[src/rtl/ps2_host_tx.sv]
// PS/2 host-to-device command transmitter: request-to-send, 11-clock frame, ACK check.
// Optional macro PS2_HOST_TX_RETRY_EN: retry a failed frame up to twice before reporting error.
module ps2_host_tx #(
   parameter int unsigned INHIBIT_CYCLES = 5000,
   parameter int unsigned FIRST_TIMEOUT  = 750000,
   parameter int unsigned BIT_TIMEOUT    = 100000
) (
   input  logic       clk,
   input  logic       rst,
   input  logic       ps2_clk_async,
   input  logic       ps2_data_async,
   output logic       ps2_clk_oe,
   output logic       ps2_data_oe,
   input  logic [7:0] tx_data,
   input  logic       tx_valid,
   output logic       tx_ready,
   output logic       busy,
   output logic       done,
   output logic       error
);

   typedef enum logic [2:0] {
      IDLE, INHIBIT, RTS, WAIT_FIRST, SEND, WAIT_IDLE, FAIL
   } state_t;

   // INHIBIT lasts one cycle less than the hold; the RTS cycle completes it.
   localparam logic [19:0] INH_LAST = 20'(INHIBIT_CYCLES - 2);
   localparam logic [19:0] FIRST_TO = 20'(FIRST_TIMEOUT);
   localparam logic [19:0] BIT_TO   = 20'(BIT_TIMEOUT);

   state_t      state, state_nx;
   logic [1:0]  clk_sync, data_sync;
   logic        clk_prev;
   logic        fe;
   logic [19:0] cnt;
   logic [3:0]  edge_cnt;
   logic [3:0]  bit_idx;
   logic [9:0]  frame;
   logic        accept;
   logic        cnt_clr;
   logic        edge_set;
   logic        edge_inc;
   logic        fail;
   logic        done_set;
   logic        error_set;
`ifdef PS2_HOST_TX_RETRY_EN
   logic [1:0]  retry_cnt;
   logic        retry_inc;
`endif

   assign fe       = clk_prev & ~clk_sync[1];
   assign bit_idx  = edge_cnt - 4'd1;
   assign busy     = (state != IDLE);
   assign tx_ready = (state == IDLE) & ~done & ~error & ~rst;
   assign accept   = tx_valid & tx_ready;

   always_comb begin
      state_nx  = state;
      cnt_clr   = 1'b0;
      edge_set  = 1'b0;
      edge_inc  = 1'b0;
      fail      = 1'b0;
      done_set  = 1'b0;
      error_set = 1'b0;
`ifdef PS2_HOST_TX_RETRY_EN
      retry_inc = 1'b0;
`endif
      ps2_clk_oe  = 1'b0;
      ps2_data_oe = 1'b0;

      case (state)
         IDLE: begin
            if (accept) state_nx = INHIBIT;
         end
         INHIBIT: begin
            ps2_clk_oe = 1'b1;
            if (cnt >= INH_LAST) state_nx = RTS;
         end
         RTS: begin
            ps2_clk_oe  = 1'b1;
            ps2_data_oe = 1'b1;
            state_nx    = WAIT_FIRST;
         end
         WAIT_FIRST: begin
            ps2_data_oe = 1'b1;
            if (fe) begin
               edge_set = 1'b1;
               state_nx = SEND;
            end else if (cnt >= FIRST_TO) begin
               fail = 1'b1;
            end
         end
         SEND: begin
            ps2_data_oe = ~frame[bit_idx];
            if (fe) begin
               cnt_clr = 1'b1;
               // The 11th falling edge carries the device's acknowledge.
               if (edge_cnt == 4'd10) begin
                  if (data_sync[1]) fail = 1'b1;
                  else              state_nx = WAIT_IDLE;
               end else begin
                  edge_inc = 1'b1;
               end
            end else if (cnt >= BIT_TO) begin
               fail = 1'b1;
            end
         end
         WAIT_IDLE: begin
            if (clk_sync[1] && data_sync[1]) begin
               done_set = 1'b1;
               state_nx = IDLE;
            end else if (cnt >= BIT_TO) begin
               fail = 1'b1;
            end
         end
         FAIL: begin
            error_set = 1'b1;
            state_nx  = IDLE;
         end
         default: state_nx = IDLE;
      endcase

      if (fail) begin
`ifdef PS2_HOST_TX_RETRY_EN
         if (retry_cnt != 2'd2) begin
            retry_inc = 1'b1;
            state_nx  = INHIBIT;
         end else begin
            state_nx  = FAIL;
         end
`else
         state_nx = FAIL;
`endif
      end
   end

   always_ff @(posedge clk) begin
      if (rst) begin
         state     <= IDLE;
         clk_sync  <= 2'b11;
         data_sync <= 2'b11;
         clk_prev  <= 1'b1;
         cnt       <= '0;
         edge_cnt  <= '0;
         frame     <= '0;
         done      <= 1'b0;
         error     <= 1'b0;
      end else begin
         state     <= state_nx;
         clk_sync  <= {clk_sync[0], ps2_clk_async};
         data_sync <= {data_sync[0], ps2_data_async};
         clk_prev  <= clk_sync[1];
         // Counter restarts on every state change and every device clock edge.
         if (state_nx != state || cnt_clr) cnt <= '0;
         else if (cnt != 20'hFFFFF)         cnt <= cnt + 20'd1;
         if (edge_set)      edge_cnt <= 4'd1;
         else if (edge_inc) edge_cnt <= edge_cnt + 4'd1;
         if (accept) frame <= {1'b1, ~^tx_data, tx_data};
         done  <= done_set;
         error <= error_set;
      end
   end

`ifdef PS2_HOST_TX_RETRY_EN
   always_ff @(posedge clk) begin
      if (rst)            retry_cnt <= '0;
      else if (accept)    retry_cnt <= '0;
      else if (retry_inc) retry_cnt <= retry_cnt + 2'd1;
   end
`endif

endmodule

[config.mk]
export PLATFORM = sky130hd
export DESIGN_NAME = ps2_host_tx
export DESIGN_NICKNAME = d
export VERILOG_FILES = /design/src/rtl/ps2_host_tx.sv
export SDC_FILE = /design/constraint.sdc
export NUM_CORES = 1
export LEC_CHECK = 0
export BUFFER_PORTS_ARGS = -buffer_cell sky130_fd_sc_hd__buf_2
export CAP_MARGIN = 20
export CORE_MARGIN = 5
export CORE_UTILIZATION = 50
export CTS_CLUSTER_DIAMETER = 80
export CTS_CLUSTER_SIZE = 30
export DETAILED_ROUTE_END_ITERATION = 12
export GPL_TIMING_DRIVEN = 0
export MAX_ROUTING_LAYER = met4
export PLACE_DENSITY = 0.65
export SLEW_MARGIN = 30
export SYNTH_ARGS = -nofsm -noshare
export SYNTH_HDL_FRONTEND = slang
export SYNTH_SLANG_ARGS = --single-unit
[constraint.sdc]
create_clock -name clk -period 2.6 [get_ports clk]
set_input_delay 0.52 -clock clk [delete_from_list [all_inputs] [get_ports clk]]
set_output_delay 0.52 -clock clk [all_outputs]
set_load 0.01 [all_outputs]
==> impl_results.md, run 1 <==
* Status: finished, final reports clean
* Final TNS setup at 0 ns
* Largest net degree at the start of global routing at 14
* Layout Utilization at between 50 and 60%
* WP buf/inv at 2
* Filler instances at approximately 450
* Wire length per cell at about 13 µm
* Max-cap violations at 0
* Yosys reg bits at between 40 and 50
* Unrepaired setup endpoints after global routing: false
* Number of flops mapped to enable cells by yosys at 0
* Clock Tree Root: clkbuf_8
* Mapped Cells at roughly 280
* CP required at ~2.1 ns
* Largest buffer count on any clock path at 2
* PwrDens at roughly 470 nW/µm²
* CP Max Fanout at 4
* Initial core utilization at 51.2%
* Ys Warns at 0
* Placed Cells at about 370
* Fin crit period at approximately 2.5 ns
* Leakage at ~0.0010 µW
* Slew HR at about half
* Synth async-reset ratio at 0%
* CTS tree: built
* Clk_lat worst skew at between 0.2 and 0.3 ns
* WHS Path Cells at 1
* Syn_area_per_cell at roughly 8.5 µm²
* Finished Layout Cells at around 380
* Share of layout cells above drive strength 1 at 18.1%
* Worst-path clk slew at about 0.080 ns
* Clock Sinks at 44
* Post-Route WL at around 4.8 mm
* Most used DFF post-synth: dfxtp_1
* Final Max Slew Viols at 0
* Initial antenna violation count at 0
* Final ANT Viol Nets at 0
* FMAX at roughly 390 MHz
* CTS Hold Buffers Added at 0
* Global route overflow at 0
* First-pass GRT wire length at between 8 and 9 mm
* Final setup vio count at 0
* IO Port Bufs at 18
* Worst min-delay path endpoint: data_sync[1]$_SDFF_PP1_
* CP arrival at around 2.0 ns
* Die Y at approximately 80 µm
* CP max stage cell: dfxtp_4
* Drt first pass iters at 4
* Flop2flop setup slack at 0.49 ns
* R2R Path Start: cnt[1]$_SDFFE_PP0P_
* Tightest Pin Transition at 0.754 ns
* Worst R2R End: cnt[7]$_SDFFE_PP0P_
* DP Area at approximately 2600 µm²
* Cell family with most CP delay: flip-flops
* Boundary pin count at 19
* Crit Path Class: reg2out
* Residual DRC count at 0
* CTS Buf Count at 5
* Routability congestion estimate at approximately 0.87
* Area grow syn2layout at 12.3%
* Chip Width at ~80 µm
* Via count at around 2,000
* H-tree depth at 2
* Core Area at between 4000 and 5000 µm²
* Die area at 6330 µm²
* Diode count at 0
* Synthesized Nets at around 300
* Vias in the first global route at 1,836
* Startpoint Class: flop
* CP Cell Sequence: inv_1, ha_4, mux4_2, and3_1, o41ai_2, buf_2
* Netlist cell types at 48
* Initial DRC Count at 129
* Area of the mapped netlist at 2420 µm²
* Layout Skew at 0.00942 ns
* HP Class: reg2reg
* Maximum vdd drop at 0.306 mV
* Finished Cell Area at between 2000 and 3000 µm²
* Power consumption at about 1300 µW
* Hpwl dp at 3.50 mm
* Core Rows at 25
* Slowest cell delay on critical path at 0.36 ns
* R2R depth at 8
* Layout Nets at between 300 and 400
* Hold Crit Start: data_sync[0]$_SDFF_PP1_
* Tot GR Track Use at 16.9%
* Period utilization at 97.6%
* Vias per inst at ~5.3
* Hold Violations, Final at 0
* Sequential area share after synthesis at roughly 36%
* CP endpoint kind: primary output
==> registers in the layout (all words and copies together) (netlist names) <==
name	count
clk_prev	1
clk_sync	2
cnt	20
data_sync	2
done	1
edge_cnt	4
error	1
frame	10
state	3
==> where the power goes <==
part	internal, µW	switching (µW)	total (µW)
combinational	54.9	62.8	118
sequential	689	14.2	703
clock	212	232	444
total	956	309	1260
==> worst max-delay path by stage <==
stage,from,endpoint,slack (ns),depth (start not counted)
after floorplan,edge_cnt[0]$_SDFFE_PP0P_,ps2_data_oe,0.09,6
after global placement,edge_cnt[0]$_SDFFE_PP0P_,ps2_data_oe,-0.20,7
after detailed placement,edge_cnt[0]$_SDFFE_PP0P_,ps2_data_oe,-0.19,7
after CTS,edge_cnt[1]$_SDFFE_PP0P_,ps2_data_oe,0.06,6
after global routing,edge_cnt[0]$_SDFFE_PP0P_,ps2_data_oe,0.002,7
final,edge_cnt[0]$_SDFFE_PP0P_,ps2_data_oe,0.06,6
==> cell type report <==
type / instances / area (µm²) / share of cell area, %
repair buffers: 19 / 97.6 / 3.59
multi-input cells: 218 / 1460 / 53.7
clock buffers: 6 / 82.6 / 3.04
well taps: 67 / 83.8 / 3.09
inverters: 6 / 22.5 / 0.829
plain buffers: 14 / 73.8 / 2.72
clock inverters: 2 / 10.0 / 0.368
flip-flops and latches: 44 / 888 / 32.7
==> logic make-up (layout without fill, tap and decap cells) <==
logic type / count (synthesis) / after routing / share of synthesized area, %
AND/OR/NAND/NOR: 132 / 132 / 29.2
XOR/XNOR: 25 / 25 / 9.05
AO/OA/AOI/OAI: 46 / 46 / 13.5
buffers and inverters: 21 / 47 / 4.14
multiplexers: 10 / 10 / 5.17
flip-flops: 44 / 44 / 36.4
adder cells (fa/ha/maj): 5 / 5 / 2.59
==> cell usage in the layout, fill, tap and decap left out, types with 5 or more instances in the layout <==
cell	instances
a21oi_1	19
and3_1	9
buf_2	19
clkbuf_1	5
clkbuf_8	6
dfxtp_1	42
inv_1	6
mux2i_1	8
nand2_1	16
nand2b_1	7
nand3_1	14
nand4_1	10
nor2_1	38
nor2b_1	5
nor3_1	6
o21ai_0	6
or2_2	6
xnor2_1	12
xor2_1	13
==> repair_timing <==
item,in CTS,in global routing
setup endpoints to repair,1,1
resized for setup,5,1
setup buffers,1,0
pin swaps,0,0
hold endpoints to repair,0,0
==> cells in the mapped netlist, types with 3 or more instances <==
cell | n | area [µm²]
a211oi_2 | 4 | 50.1
a21oi_1 | 19 | 95.1
a31oi_1 | 4 | 25.0
and3_1 | 9 | 56.3
buf_1 | 3 | 11.3
buf_4 | 3 | 22.5
clkbuf_1 | 6 | 22.5
dfxtp_1 | 44 | 881
ha_1 | 5 | 62.6
inv_1 | 6 | 22.5
mux2i_1 | 8 | 80.1
nand2_1 | 16 | 60.1
nand2b_1 | 7 | 43.8
nand3_1 | 14 | 70.1
nand3b_1 | 3 | 22.5
nand4_1 | 10 | 62.6
nor2_1 | 38 | 143
nor2b_1 | 5 | 31.3
nor3_1 | 6 | 30.0
o21ai_0 | 6 | 30.0
or2_2 | 6 | 37.5
xnor2_1 | 12 | 105
xor2_1 | 13 | 114
==> per-layer routing <==
metal	track usage (%)	wire length, µm	part of all wire (%)
met1	24.0	2600	55
met3	3.95	178	3.7
met5	-	0	0
met2	24.2	1940	41
met4	4.12	44	0.92
==> through the flow <==
stage          hold slack (ns)  worst slack [ns]
2_1_floorplan            0.389            0.0888
3_3_place_gp             0.393            -0.200
3_5_place_dp             0.394            -0.188
4_1_cts                  0.410            0.0556
5_1_grt                  0.410           0.00209
6_report                 0.414            0.0615
Note: power is estimated with default switching activity, not from simulation.
==> run 2, diff against run 1 <==
==> constraint.sdc (replaced) <==
create_clock -name clk -period 2.6 [get_ports clk]
set_input_delay 0.39 -clock clk [delete_from_list [all_inputs] [get_ports clk]]
set_output_delay 0.39 -clock clk [all_outputs]
set_load 0.01 [all_outputs]
==> run 2 against run 1 <==
Clock skew hardly changed. Register-to-register slack about the same. Sequential power barely moved. Total power hardly changed. Sequential share of layout area hardly changed. Die area did not move. Highest routed layer unchanged.
==> impl_results.md, run 2 (synthesis gave the netlist of run 1 again) <==
* Filler instances at 446 (was 445)
* Placed Cells at 368 (unchanged)
* Core Area at 4720 µm² (unchanged)
* Share of layout cells above drive strength 1 at 17.5% (was 18.1%)
* CP max stage cell: dfxtp_4 (unchanged)
* H-tree depth at 2 (unchanged)
* Cell family with most CP delay: flip-flops (unchanged)
* Initial DRC Count at 158 (was 129)
* Drt first pass iters at 4 (unchanged)
* Met2 usage at 23.8% (was 24.2%)
* Initial antenna violation count at 0 (unchanged)
* Boundary pin count at 19 (unchanged)
* Post-Route WL at 4.75 mm (was 4.76 mm)
* Tot GR Track Use at 16.7% (was 16.9%)
* Status: finished, final reports clean (unchanged)
* Period utilization at 96.0% (was 97.6%)
* Commonest cells after routing, fill and taps aside: dfxtp_1, nor2_1, a21oi_1, buf_2, nand2_1 (unchanged)
* Wire length per cell at 12.7 µm (about the same)
* Largest register FFs at 20 (unchanged)
* Chip Width at 79.6 µm (unchanged)
* Layout Nets at 325 (was 326)
* Via count at 1,993 (was 1,986)
* Crit Path Class: reg2out (unchanged)
* PwrDens at 467 nW/µm² (was 466 nW/µm²)
* Largest buffer count on any clock path at 2 (unchanged)
* Worst-path clk slew at 0.08 ns (about the same)
* CP Cell Sequence: inv_1, ha_4, mux4_2, and3_1, o41ai_2, buf_2 (unchanged)
* Leakage at 0.00103 µW (was 0.00104 µW)
* Hpwl dp at 3.50 mm (unchanged)
* WP buf/inv at 2 (unchanged)
* CTS tree: built (unchanged)
* Area occupied by multi-input gates at 1460 µm² (unchanged)
* CTS Hold Buffers Added at 0 (unchanged)
* Commonest non-fill, non-tap cell in the layout: dfxtp_1 (unchanged)
* Final TNS setup at 0 ns (unchanged)
* Slew HR at 49.6% (was 49.5%)
* CP endpoint kind: primary output (unchanged)
* Fin crit period at 2.50 ns (was 2.54 ns)
* Most Crowded Layer GR: met2 (unchanged)
* Final setup vio count at 0 (unchanged)
* Vias in the first global route at 1,808 (was 1,836)
* Initial core utilization at 51.2% (unchanged)
* Largest registers: cnt x20, frame x10, edge_cnt x4 (unchanged)
* Slowest cell delay on critical path at 0.41 ns (was 0.36 ns)
* Final Max Slew Viols at 0 (unchanged)
* Die area at 6330 µm² (unchanged)
* CTS Buf Count at 5 (unchanged)
* Final ANT Viol Nets at 0 (unchanged)
* Hold Violations, Final at 0 (unchanged)
* Largest reg by FF count: cnt (unchanged)
* Routability congestion estimate at 0.866 (unchanged)
* M3 GR Usage at 3.95% (unchanged)
* Global route overflow at 0 (unchanged)
* CP required at 2.21 ns (was 2.08 ns)
* Clock Tree Root: clkbuf_8 (unchanged)
* GRT met1 Usage at 23.6% (was 24.0%)
* Die Y at 79.6 µm (unchanged)
* Diode count at 0 (unchanged)
* DP Area at 2590 µm² (unchanged)
* HP Class: in2reg (was reg2reg)
* FMAX at 401 MHz (was 394 MHz)
* Clock Sinks at 44 (unchanged)
* CP arrival at 2.11 ns (was 2.02 ns)
* Finished Cell Area at 2710 µm² (was 2720 µm²)
* Layout Skew at 0.00939 ns (was 0.00942 ns)
* Clk_lat worst skew at 0.29 ns (about the same)
* Finished Layout Cells at 375 (was 376)
* IO Port Bufs at 18 (unchanged)
* CP Max Fanout at 8 (was 4)
* Power consumption at 1260 µW (about the same)
* Residual DRC count at 0 (unchanged)
* First-pass GRT wire length at 8.29 mm (was 8.43 mm)
* Largest net degree at the start of global routing at 14 (unchanged)
* Sequential Area at 885 µm² (was 888 µm²)
* Area grow syn2layout at 11.8% (was 12.3%)
* Tightest Pin Transition at 0.753 ns (was 0.754 ns)
* Unrepaired setup endpoints after global routing: false (unchanged)
* Vias per inst at 5.31 (was 5.28)
* Startpoint Class: flop (unchanged)
* Core Rows at 25 (unchanged)
* Max-cap violations at 0 (unchanged)
* Maximum vdd drop at 0.306 mV (about the same)
run 2: cell types whose count changed in the layout (fill, tap and decap cells not counted), sizes merged:
cell,change
buf,-1
run 2: timing repair:
item | CTS | global route
buffers inserted | 0 | 0
endpoints found under the setup margin | 1 | 1
resized for setup | 3 | 1
gates cloned | 0 | 0
run 2: through the flow:
| stage | setup WS, ns | hold slack [ns] | util (%) |
|---|---|---|---|
| after CTS | 0.00911 | 0.280 | 57.0 |
| after global placement | -0.0697 | 0.393 | 54.9 |
| after global routing | 0.0318 | 0.280 | 57.3 |
| after detailed placement | -0.0585 | 0.394 | 54.9 |
| final | 0.105 | 0.290 | 57.3 |
| after floorplan | 0.219 | 0.389 | - |
run 2: routing by layer:
layer  share of wire (%)  wire length [µm]
met1                  54              2580
met2                  41              1950
met3                 4.2               198
met5                   0                 0
met4                0.44                21
run 2: worst paths after layout:
path,startpoint,slack [ns],endpoint,depth (start not counted)
worst max register to register,cnt[1]$_SDFFE_PP0P_,0.49,cnt[7]$_SDFFE_PP0P_,8
worst min-delay path,ps2_clk_async,0.29,clk_sync[0]$_SDFF_PP1_,2
worst max-delay path,edge_cnt[0]$_SDFFE_PP0P_,0.10,ps2_data_oe,6
worst min register to register,data_sync[0]$_SDFF_PP1_,0.41,data_sync[1]$_SDFF_PP1_,1
run 2: cell type report:
class                           instances  area share, %
Buffer                                 14           2.73
Clock buffer                            6           3.05
Clock inverter                          2          0.370
Inverter                                6          0.833
Multi-Input combinational cell        218           53.9
Sequential cell                        44           32.7
Tap cell                               67           3.10
Timing Repair Buffer                   18           3.33
run 2: where the power goes:
| group | total [µW] | internal (µW) | leakage, µW | switching (µW) |
|---|---|---|---|---|
| Clock | 443 | 212 | 0.0000510 | 230 |
| Combinational | 118 | 54.9 | 0.000624 | 62.8 |
| Sequential | 704 | 690 | 0.000358 | 14.2 |
| Total | 1260 | 957 | 0.00103 | 307 |
run 2: worst reg2reg max path, cell delays in order, from the launching register on:
cell      delay [ns]
dfxtp_1         0.43
ha_1            0.17
o21ai_0         0.10
a311o_1         0.38
and4_1          0.23
o311a_1         0.30
nand3b_1        0.13
buf_4           0.19
nor2_1          0.06
==> run 3, diff against run 2 <==
--- a/config.mk
+++ b/config.mk
@@ -8,13 +8,12 @@
 export BUFFER_PORTS_ARGS = -buffer_cell sky130_fd_sc_hd__buf_2
 export CAP_MARGIN = 20
 export CORE_MARGIN = 5
-export CORE_UTILIZATION = 50
+export CORE_UTILIZATION = 35
 export CTS_CLUSTER_DIAMETER = 80
 export CTS_CLUSTER_SIZE = 30
 export DETAILED_ROUTE_END_ITERATION = 12
 export GPL_TIMING_DRIVEN = 0
-export MAX_ROUTING_LAYER = met4
-export PLACE_DENSITY = 0.65
+export PLACE_DENSITY = 0.48
 export SLEW_MARGIN = 30
 export SYNTH_ARGS = -nofsm -noshare
 export SYNTH_HDL_FRONTEND = slang
==> run 3 against run 2 <==
Utilization down 16 points. Die area up 37%. Register-to-register slack about the same. Worst hold slack worse by 0.0090 ns. Non-clock buffer count up 4. Global-route usage down 3.5 points. Clock power about the same. Sequential share of layout area down 1.0 points. Via count up 2.0%. Clock skew down 0.0039 ns. Largest cell class unchanged.
==> impl_results.md, run 3 (synthesis gave the netlist of run 1 again) <==
* Status: finished, final reports clean (unchanged)
* Max-cap violations at 0 (unchanged)
* Share of layout cells above drive strength 1 at 19.6% (was 17.5%)
* Clk_lat worst skew at 0.29 ns (about the same)
* CP endpoint kind: primary output (unchanged)
* Vias per inst at 5.18 (was 5.31)
* Startpoint Class: flop (unchanged)
* Commonest cells after routing, fill and taps aside: dfxtp_1, nor2_1, a21oi_1, buf_2, nand2_1 (unchanged)
* Slew HR at 44.2% (was 49.6%)
* Layout Nets at 329 (was 325)
* Maximum vdd drop at 0.180 mV (was 0.306 mV)
* Fin crit period at 2.53 ns (was 2.50 ns)
* Worst-path clk slew at 0.08 ns (about the same)
* Diode count at 0 (unchanged)
* Largest reg by FF count: cnt (unchanged)
* Clock Sinks at 44 (unchanged)
* Die Y at 93.1 µm (was 79.6 µm)
* Initial DRC Count at 109 (was 158)
* Sequential Area at 883 µm² (was 885 µm²)
* Met1 WL at 2.88 mm (was 2.58 mm)
* Core Rows at 30 (was 25)
* Top Metal Used: met4 (unchanged)
* Largest register FFs at 20 (unchanged)
* Global route overflow at 0 (unchanged)
* CTS Buf Count at 5 (unchanged)
* Hpwl dp at 3.95 mm (was 3.50 mm)
* Final TNS setup at 0 ns (unchanged)
* Area grow syn2layout at 15.2% (was 11.8%)
* Filler instances at 713 (was 446)
* Finished Layout Cells at 392 (was 375)
* CP required at 2.21 ns (about the same)
* Tot GR Track Use at 13.1% (was 16.7%)
* DR WL met3 at 141 µm (was 198 µm)
* Tightest Pin Transition at 0.833 ns (was 0.753 ns)
* Routability congestion estimate at 0.813 (was 0.866)
* Crit Path Class: reg2out (unchanged)
* Vias in the first global route at 1,871 (was 1,808)
* CTS tree: built (unchanged)
* Largest net degree at the start of global routing at 14 (unchanged)
* H-tree depth at 2 (unchanged)
* Hold Violations, Final at 0 (unchanged)
* Residual DRC count at 0 (unchanged)
* Area occupied by multi-input gates at 1470 µm² (was 1460 µm²)
* Largest registers: cnt x20, frame x10, edge_cnt x4 (unchanged)
* Finished Cell Area at 2790 µm² (was 2710 µm²)
* PwrDens at 455 nW/µm² (was 467 nW/µm²)
* CP max stage cell: dfxtp_2 (was dfxtp_4)
* CP Max Fanout at 3 (was 8)
* Core Area at 6760 µm² (was 4720 µm²)
* Largest buffer count on any clock path at 2 (unchanged)
* Wire length per cell at 13.7 µm (was 12.7 µm)
* CP Cell Sequence: buf_8, inv_2, ha_4, mux4_2, and3_4, o41ai_4, buf_2 (was inv_1, ha_4, mux4_2, and3_1, o41ai_2, buf_2)
* Post-Route WL at 5.36 mm (was 4.75 mm)
* Final ANT Viol Nets at 0 (unchanged)
* Layout Utilization at 41.2% (was 57.3%)
* Final setup vio count at 0 (unchanged)
* Slowest cell delay on critical path at 0.36 ns (was 0.41 ns)
* Placed Cells at 381 (was 368)
* First-pass GRT wire length at 9.16 mm (was 8.29 mm)
* Die area at 8670 µm² (was 6330 µm²)
* Power consumption at 1270 µW (was 1260 µW)
* DP Area at 2610 µm² (was 2590 µm²)
* Clock Tree Root: clkbuf_8 (unchanged)
* Cell family with most CP delay: flip-flops (unchanged)
* Final Max Slew Viols at 0 (unchanged)
* Drt first pass iters at 4 (unchanged)
* IO Port Bufs at 18 (unchanged)
* Boundary pin count at 19 (unchanged)
* Flop2flop setup slack at 0.48 ns (was 0.49 ns)
* Layout Skew at 0.00546 ns (was 0.00939 ns)
* HP Class: in2reg (unchanged)
* FMAX at 395 MHz (was 401 MHz)
* Commonest non-fill, non-tap cell in the layout: dfxtp_1 (unchanged)
* Via count at 2,032 (was 1,993)
* Leakage at 0.00106 µW (was 0.00103 µW)
* Initial antenna violation count at 0 (unchanged)
* Chip Width at 93.1 µm (was 79.6 µm)
* Met2 WL at 2.27 mm (was 1.95 mm)
* WP buf/inv at 3 (was 2)
* Period utilization at 97.3% (was 96.0%)
* Initial core utilization at 35.8% (was 51.2%)
* CP arrival at 2.14 ns (was 2.11 ns)
## run 3: path summary, 6_finish.rpt
check,endpoint,from,depth (start not counted)
min,data_sync[0]$_SDFF_PP1_,ps2_data_async,2
max reg2reg,cnt[8]$_SDFFE_PP0P_,cnt[1]$_SDFFE_PP0P_,8
max,ps2_data_oe,edge_cnt[0]$_SDFFE_PP0P_,7
min reg2reg,data_sync[1]$_SDFF_PP1_,data_sync[0]$_SDFF_PP1_,1
## run 3: layout make-up
class,count,share of cell area (%)
well taps,80,3.59
flip-flops and latches,44,31.7
clock inverters,2,0.359
clock buffers,6,2.96
plain buffers,15,3.19
repair buffers,21,4.49
multi-input cells,218,52.9
inverters,6,0.808
## run 3: power by group
group | internal, µW | switching (µW) | total [µW]
Sequential | 691 | 14.6 | 706
Combinational | 54.9 | 64.8 | 120
Clock | 212 | 232 | 444
## run 3: metrics by stage
stage	setup WS, ns	hold slack [ns]
finish	0.0691	0.281
global route	-0.0125	0.271
CTS	0.0242	0.270
detailed placement	-0.140	0.392
global placement	-0.153	0.392
floorplan	0.219	0.389
## run 3: metal layers
metal	up-vias	track usage, %
li1	1063	-
met1	945	20.0
met2	18	17.9
met3	6	2.98
met4	0	4.40
met5	-	0
## run 3: what timing repair did
action | 4_1_cts | 5_1_grt
setup buffers | 1 | 2
hold buffers | 0 | 0
resized for setup | 7 | 4
endpoints found under the setup margin | 1 | 1
pin swaps | 2 | 1
